==> src/rtl/si570_freq_prog_if.sv <==
// si570_freq_prog_if: command/readback bus between the Si570 programmer and the shared I2C engine
interface si570_freq_prog_if;
  logic [36:0] i2ccmd;
  logic        i2cstart;
  logic        i2cbusy;
  logic [37:0] rfreq_now;
  logic        rb_valid;
  modport master (output i2ccmd, i2cstart, input i2cbusy, rfreq_now, rb_valid);
  modport slave (input i2ccmd, i2cstart, output i2cbusy, rfreq_now, rb_valid);
endinterface

==> src/rtl/si570_freq_prog.sv <==
// si570_freq_prog: sequences I2C commands that retune an Si570, stepping small RFREQ changes
module si570_freq_prog #(
  parameter logic [6:0] DEV_ADDR = 7'h5d,
  parameter logic [6:0] MUX_ADDR = 7'h74,
  parameter logic [7:0] MUX_CH = 8'h01,
  parameter int SETTLE = 5,
  parameter int TIMEOUT = 65535,
  parameter int STEP_SHIFT = 9,
  parameter int MAX_STEPS = 63
) (
  input  logic                  clk,
  input  logic                  rst,
  input  logic                  start,
  input  logic                  smallchange,
  input  logic [2:0]            hs_div,
  input  logic [6:0]            n1,
  input  logic [37:0]           rfreq,
  output logic                  busy,
  output logic                  done,
  output logic                  err,
  output logic [7:0]            step_cnt,
  si570_freq_prog_if.master     bus
);
  localparam int CW = $clog2(TIMEOUT + 1);
  localparam logic [CW-1:0] TMO = CW'(TIMEOUT);
  localparam logic [CW-1:0] STL = CW'(SETTLE);
  localparam logic [7:0] MAXS = 8'(MAX_STEPS);
  typedef enum logic [3:0] {IDLE, MUXSEL, CALC, FRZ, R7, R8, R9, RA, RB, RC, UNFRZ, NEWF, WAITRB, DONE} state_t;
  state_t state_q, state_d;
  logic [CW-1:0] cnt_q, cnt_d;
  logic small_q, small_d, last_q, last_d, busy_q, busy_d, done_q, done_d, err_q, err_d;
  logic istart_q, istart_d;
  logic [2:0] hs_q, hs_d;
  logic [6:0] n1_q, n1_d;
  logic [37:0] tgt_q, tgt_d, rw_q, rw_d;
  logic [7:0] step_q, step_d;
  logic [36:0] cmd_q, cmd_d;
  logic [38:0] diff, mag;
  logic [37:0] lim, stepped;
  logic in_rng, adv, tmo;
  function automatic logic [36:0] dev_cmd(input logic [7:0] a, input logic [7:0] b);
    return {1'b1, 4'd3, DEV_ADDR, 1'b0, a, b, 8'h00};
  endfunction
  assign diff = {1'b0, tgt_q} - {1'b0, bus.rfreq_now};
  assign mag = diff[38] ? -diff : diff;
  assign lim = bus.rfreq_now >> STEP_SHIFT;
  assign in_rng = mag <= {1'b0, lim};
  assign stepped = diff[38] ? bus.rfreq_now - lim : bus.rfreq_now + lim;
  assign adv = cnt_q > STL && !bus.i2cbusy;
  assign tmo = cnt_q == TMO && (state_q == WAITRB ? !bus.rb_valid : cmd_q[36] && bus.i2cbusy);
  assign busy = busy_q;
  assign done = done_q;
  assign err = err_q;
  assign step_cnt = step_q;
  assign bus.i2ccmd = cmd_q;
  assign bus.i2cstart = istart_q;
  // next-state, step arithmetic and the registered command for the state being entered
  always_comb begin
    state_d = state_q;
    cnt_d = cnt_q == TMO ? cnt_q : cnt_q + CW'(1);
    small_d = small_q;
    hs_d = hs_q;
    n1_d = n1_q;
    tgt_d = tgt_q;
    rw_d = rw_q;
    last_d = last_q;
    err_d = err_q;
    step_d = step_q;
    case (state_q)
      IDLE: if (start) begin
        state_d = MUXSEL;
        small_d = smallchange;
        hs_d = hs_div;
        n1_d = n1;
        tgt_d = rfreq;
        err_d = 1'b0;
        step_d = 8'd0;
      end
      MUXSEL: state_d = adv ? CALC : state_q;
      CALC: begin
        state_d = FRZ;
        rw_d = !small_q || in_rng ? tgt_q : stepped;
        last_d = !small_q || in_rng;
        step_d = small_q ? step_q + 8'd1 : step_q;
      end
      FRZ: state_d = adv ? (small_q ? R8 : R7) : state_q;
      R7, R8, R9, RA, RB, RC: state_d = adv ? state_t'(state_q + 4'd1) : state_q;
      UNFRZ: if (adv) begin
        state_d = !small_q ? NEWF : last_q ? DONE : step_q == MAXS ? IDLE : WAITRB;
        err_d = small_q && !last_q && step_q == MAXS;
      end
      NEWF: state_d = adv ? DONE : state_q;
      WAITRB: state_d = bus.rb_valid && !bus.i2cbusy ? MUXSEL : state_q;
      default: state_d = IDLE;
    endcase
    if (tmo) begin
      state_d = IDLE;
      err_d = 1'b1;
    end
    if (state_d != state_q) cnt_d = '0;
    busy_d = state_d != IDLE && state_d != DONE;
    done_d = state_d == DONE;
    case (state_d)
      MUXSEL: cmd_d = {1'b1, 4'd2, MUX_ADDR, 1'b0, MUX_CH, 16'h0000};
      FRZ: cmd_d = small_q ? dev_cmd(8'd135, 8'h20) : dev_cmd(8'd137, 8'h10);
      R7: cmd_d = dev_cmd(8'h07, {hs_q, n1_q[6:2]});
      R8: cmd_d = dev_cmd(8'h08, {n1_q[1:0], rw_q[37:32]});
      R9: cmd_d = dev_cmd(8'h09, rw_q[31:24]);
      RA: cmd_d = dev_cmd(8'h0a, rw_q[23:16]);
      RB: cmd_d = dev_cmd(8'h0b, rw_q[15:8]);
      RC: cmd_d = dev_cmd(8'h0c, rw_q[7:0]);
      UNFRZ: cmd_d = small_q ? dev_cmd(8'd135, 8'h00) : dev_cmd(8'd137, 8'h00);
      NEWF: cmd_d = dev_cmd(8'd135, 8'h40);
      default: cmd_d = '0;
    endcase
    istart_d = cmd_d[36] && state_d != state_q;
  end
  // state and registered outputs; async reset aborts any sequence in flight
  always_ff @(posedge clk or posedge rst) begin
    if (rst) begin
      state_q <= IDLE;
      cnt_q <= '0;
      small_q <= 1'b0;
      hs_q <= '0;
      n1_q <= '0;
      tgt_q <= '0;
      rw_q <= '0;
      last_q <= 1'b0;
      busy_q <= 1'b0;
      done_q <= 1'b0;
      err_q <= 1'b0;
      step_q <= '0;
      cmd_q <= '0;
      istart_q <= 1'b0;
    end else begin
      state_q <= state_d;
      cnt_q <= cnt_d;
      small_q <= small_d;
      hs_q <= hs_d;
      n1_q <= n1_d;
      tgt_q <= tgt_d;
      rw_q <= rw_d;
      last_q <= last_d;
      busy_q <= busy_d;
      done_q <= done_d;
      err_q <= err_d;
      step_q <= step_d;
      cmd_q <= cmd_d;
      istart_q <= istart_d;
    end
  end
endmodule

==> src/flat_wrapper.sv <==
// flat-port wrapper written by rule: the top's interface ports become plain ports
module si570_freq_prog_flat 
#(
  parameter logic [6:0] DEV_ADDR = 7'h5d,
  parameter logic [6:0] MUX_ADDR = 7'h74,
  parameter logic [7:0] MUX_CH = 8'h01,
  parameter int SETTLE = 5,
  parameter int TIMEOUT = 65535,
  parameter int STEP_SHIFT = 9,
  parameter int MAX_STEPS = 63
)
  (clk, rst, start, smallchange, hs_div, n1, rfreq, busy, done, err, step_cnt, bus_i2ccmd, bus_i2cstart, bus_i2cbusy, bus_rfreq_now, bus_rb_valid);
  si570_freq_prog_if bus_i ();
  input  logic clk;
  input  logic rst;
  input  logic start;
  input  logic smallchange;
  input  logic [2:0] hs_div;
  input  logic [6:0] n1;
  input  logic [37:0] rfreq;
  output logic busy;
  output logic done;
  output logic err;
  output logic [7:0] step_cnt;
  output wire logic [$bits(bus_i.i2ccmd)-1:0] bus_i2ccmd;
  output wire logic [$bits(bus_i.i2cstart)-1:0] bus_i2cstart;
  input wire logic [$bits(bus_i.i2cbusy)-1:0] bus_i2cbusy;
  input wire logic [$bits(bus_i.rfreq_now)-1:0] bus_rfreq_now;
  input wire logic [$bits(bus_i.rb_valid)-1:0] bus_rb_valid;
  assign bus_i2ccmd = bus_i.i2ccmd;
  assign bus_i2cstart = bus_i.i2cstart;
  assign bus_i.i2cbusy = bus_i2cbusy;
  assign bus_i.rfreq_now = bus_rfreq_now;
  assign bus_i.rb_valid = bus_rb_valid;
  si570_freq_prog #(.DEV_ADDR(DEV_ADDR), .MUX_ADDR(MUX_ADDR), .MUX_CH(MUX_CH), .SETTLE(SETTLE), .TIMEOUT(TIMEOUT), .STEP_SHIFT(STEP_SHIFT), .MAX_STEPS(MAX_STEPS)) u_core (.clk(clk), .rst(rst), .start(start), .smallchange(smallchange), .hs_div(hs_div), .n1(n1), .rfreq(rfreq), .busy(busy), .done(done), .err(err), .step_cnt(step_cnt), .bus(bus_i));
endmodule
==> config.mk <==
export PLATFORM = sky130hd
export DESIGN_NAME = si570_freq_prog_flat
export DESIGN_NICKNAME = d
export VERILOG_FILES = /design/src/rtl/si570_freq_prog_if.sv /design/src/rtl/si570_freq_prog.sv /design/src/flat_wrapper.sv
export SDC_FILE = /design/constraint.sdc
export NUM_CORES = 1
export LEC_CHECK = 0
export ABC_AREA = 0
export BUFFER_PORTS_ARGS = -buffer_cell sky130_fd_sc_hd__buf_4
export CAP_MARGIN = 0
export CELL_PAD_IN_SITES_DETAIL_PLACEMENT = 1
export CELL_PAD_IN_SITES_GLOBAL_PLACEMENT = 1
export CORE_ASPECT_RATIO = 0.5
export CORE_MARGIN = 4
export CORE_UTILIZATION = 45
export CTS_CLUSTER_SIZE = 20
export DETAILED_ROUTE_END_ITERATION = 7
export GPL_ROUTABILITY_DRIVEN = 0
export PLACE_DENSITY_LB_ADDON = 0.1
export SLEW_MARGIN = 30
export SYNTH_ARGS = -nofsm -noshare
export SYNTH_HDL_FRONTEND = slang
export SYNTH_SLANG_ARGS = --single-unit
==> constraint.sdc <==
create_clock -name clk -period 8.7 [get_ports clk]
set_input_delay 1.305 -clock clk [delete_from_list [all_inputs] [get_ports clk]]
set_output_delay 1.305 -clock clk [all_outputs]
set_load 0.02 [all_outputs]
==> reports/qor.yml <==
status: "finished clean"
worstRegToRegCells: 29
synth-seq-area-share: 0.251
seqCellArea_um2: 3400
dp_slack_ns: 0.497
pwr_density_cell_nw_per_um2: 467
wirelength_um: 49300
cts_sinks: 136
required_ns: 9.06
combPwrFrac: 0.730
synth_cell_types: 91
ys_top_cells_by_area: "dfrtp_1 25%, ha_1 11%, xnor2_1 5.7%, a21oi_1 4.4%, nand2_1 4.2%"
crit_cells: 27
max_stage_delay_ns: 0.64
crit_arrival_ns: 8.28
htree_num_levels: 4
finalNetCount: 1960
internal_power_uw: 3380
cts.repair.resized: 0
yosysTopAreaCell: "dfrtp_1"
hold_buffers: 0
avgSynthCellArea_um2: 8.18
routedWlPerCell_um: 22.9
clk_pin_slew_ns: 0.06
skew_ns: 0.0112
netlist.area_leader.share: 0.251
root_buffer: "clkbuf_16"
fp.dieH_um: 131
core_um2: 29300
report.final.slew_viol_count: 0
clock_latency_ns: 0.43
critPathKind: "input port to flop"
ys.flop_type: "dfrtp_1"
max_freq_mhz: 126
grt_start_max_net_pins: 87
setup_slack_ns: 0.782
portBuffers: 125
cts_setup_buffers: 0
cts_tree: "built"
ant_nets: 0
dieWidth_um: 254
relSlewSlack: 0.345
ir_worst_vdd_uv: 150
crit_fanout: 12
grt_setup_unrepaired: "false"
p_leak_uw: 0.00694
cp_num_buf_inv: 2
grt_pass1_vias: 13500
setup_tns_ns: 0
end_kind: "flop"
synth_edf_count: 0
finalSetupViolCount: 0
clock_path_buffers: 2
max_slew.worst_pin.slew_ns: 0.969
drv_cap: 0
switching_share: 0.530
cp_top_family: "compound AO/OA/AOI/OAI gates"
layout-drive-gt1-share: 0.143
dieArea_um2: 33200
firstDrtPassIters: 7
ys_ff_latch: 136
multi_input_area_um2: 9550
crit_path_start_kind: "input port"
cts_buffers: 17
grt_first_pass_wirelength_um: 77300
fin_crit_ns: 7.92
crit_path_frequent_cell: "a21o_1"
cp_slowest_cell: "or3_1"
synth_common_cells: "152 x nand2_1, 136 x dfrtp_1, 136 x nor2_1"
p_seq_frac: 0.170
start_util: 0.462
synthesis.area_um2: 13600
dr_total_vias: 13400
synthCells: 1658
hp-class: "flop to flop"
area_growth_pct: 13.3
p_sw_uw: 3800
fin_crit_sh: 0.910
synthArstFlopShare: 1.00
antenna_found_initial: 0
drc_errors: 0
hold_viol: 0
overflow: 0
dr.first_iter.drc_count: 900
nFillCells: 3606
hpwlAfterDp_um: 39800
synth_most_common_cell: "nand2_1"
pwr-share-clk: 0.100
io_pins: 141
grt_use_total: 0.296
hold_depth: 2
fin_util: 0.524
yosysWarnings: 0
rows: 44
p_total_uw: 7180
routed_via_density: 6.20
[metrics by stage]
step / hold slack [ns] / area, um2 / cells
6_report: 0.505 / 15400 / 2155
5_1_grt: 0.536 / 15400 / 2154
4_1_cts: 0.504 / 15400 / 2154
3_5_place_dp: 0.490 / 14800 / 2122
3_3_place_gp: 0.481 / 14800 / 2122
2_1_floorplan: 0.455 / 13600 / 1672
[worst min-delay path, stage by stage (launching register included)]
cell and delay [ns]:
dfrtp_1 0.35, nand2_1 0.05, o21ai_1 0.06
[flip-flops by register name, indices dropped and copies added (netlist names)]
| name | count |
|---|---|
| u_core.step_cnt | 8 |
| u_core.bus.i2cstart | 1 |
| u_core.bus.i2ccmd | 16 |
| u_core.last_q | 1 |
| u_core.err | 1 |
| u_core.small_q | 1 |
| u_core.n1_q | 7 |
| u_core.hs_q | 3 |
| u_core.rw_q | 38 |
| u_core.busy | 1 |
| u_core.cnt_q | 16 |
| u_core.done | 1 |
| u_core.state_q | 4 |
| u_core.tgt_q | 38 |
[layout make-up]
| cell class | instances | area share |
|---|---|---|
| multi-input cells | 1385 | 0.621 |
| flip-flops and latches | 136 | 0.221 |
| repair buffers | 143 | 0.0709 |
| well taps | 391 | 0.0318 |
| clock buffers | 19 | 0.0288 |
| inverters | 67 | 0.0167 |
| clock inverters | 13 | 0.00936 |
| diodes | 1 | 0.000163 |
[final timing paths]
path	startpoint	endpoint	slack (ns)
min	u_core.rw_q[24]	u_core.rw_q[24]	0.50
min reg2reg	u_core.rw_q[24]	u_core.rw_q[24]	0.50
max	bus_rfreq_now[1]	u_core.rw_q[35]	0.78
max in group asynchronous	rst	u_core.last_q	6.66
max reg2reg	u_core.tgt_q[0]	u_core.rw_q[36]	1.18
min in group asynchronous	rst	u_core.bus.i2ccmd[19]	0.91
[power groups by stage]
stage | sequential [uW] | combinational [uW] | clock, uW
after global placement | 1200 | 4880 | 0
after CTS | 1200 | 5150 | 728
after detailed placement | 1210 | 5110 | 0
final | 1220 | 5240 | 719
after floorplan | 1010 | 3810 | 0
after global routing | 1230 | 5750 | 761
[kinds of logic (layout without fill, tap and decap cells)]
family,count (synthesis),in the layout,synth area share
compound gates,466,466,0.227
xor+xnor,125,125,0.0807
fa+ha+maj,118,118,0.110
buf+inv,151,242,0.0504
flops,136,136,0.251
mux,94,94,0.0736
other cells,1,16,0.000276
simple gates,567,567,0.208
[cell usage in the layout, fill, tap and decap left out, drive strengths merged, types with 36 or more instances in the layout]
| cell type | instances |
|---|---|
| buf | 143 |
| ha | 116 |
| inv | 70 |
| mux2i | 48 |
| nand2 | 152 |
| nor3 | 45 |
| dfrtp | 136 |
| a21oi | 119 |
| nor2 | 136 |
| xnor2 | 89 |
| a21o | 47 |
| nand3 | 60 |
| o21ai | 120 |
| mux2 | 46 |
| xor2 | 36 |
[layer usage]
| metal | up-vias | track usage | share of wire |
|---|---|---|---|
| li1 | 6221 | - | - |
| met1 | 6720 | 0.425 | 0.47 |
| met2 | 357 | 0.484 | 0.46 |
| met3 | 56 | 0.0384 | 0.055 |
| met4 | 0 | 0.0625 | 0.015 |
| met5 | - | 0 | 0 |
Power figures use the tool's default switching activity.
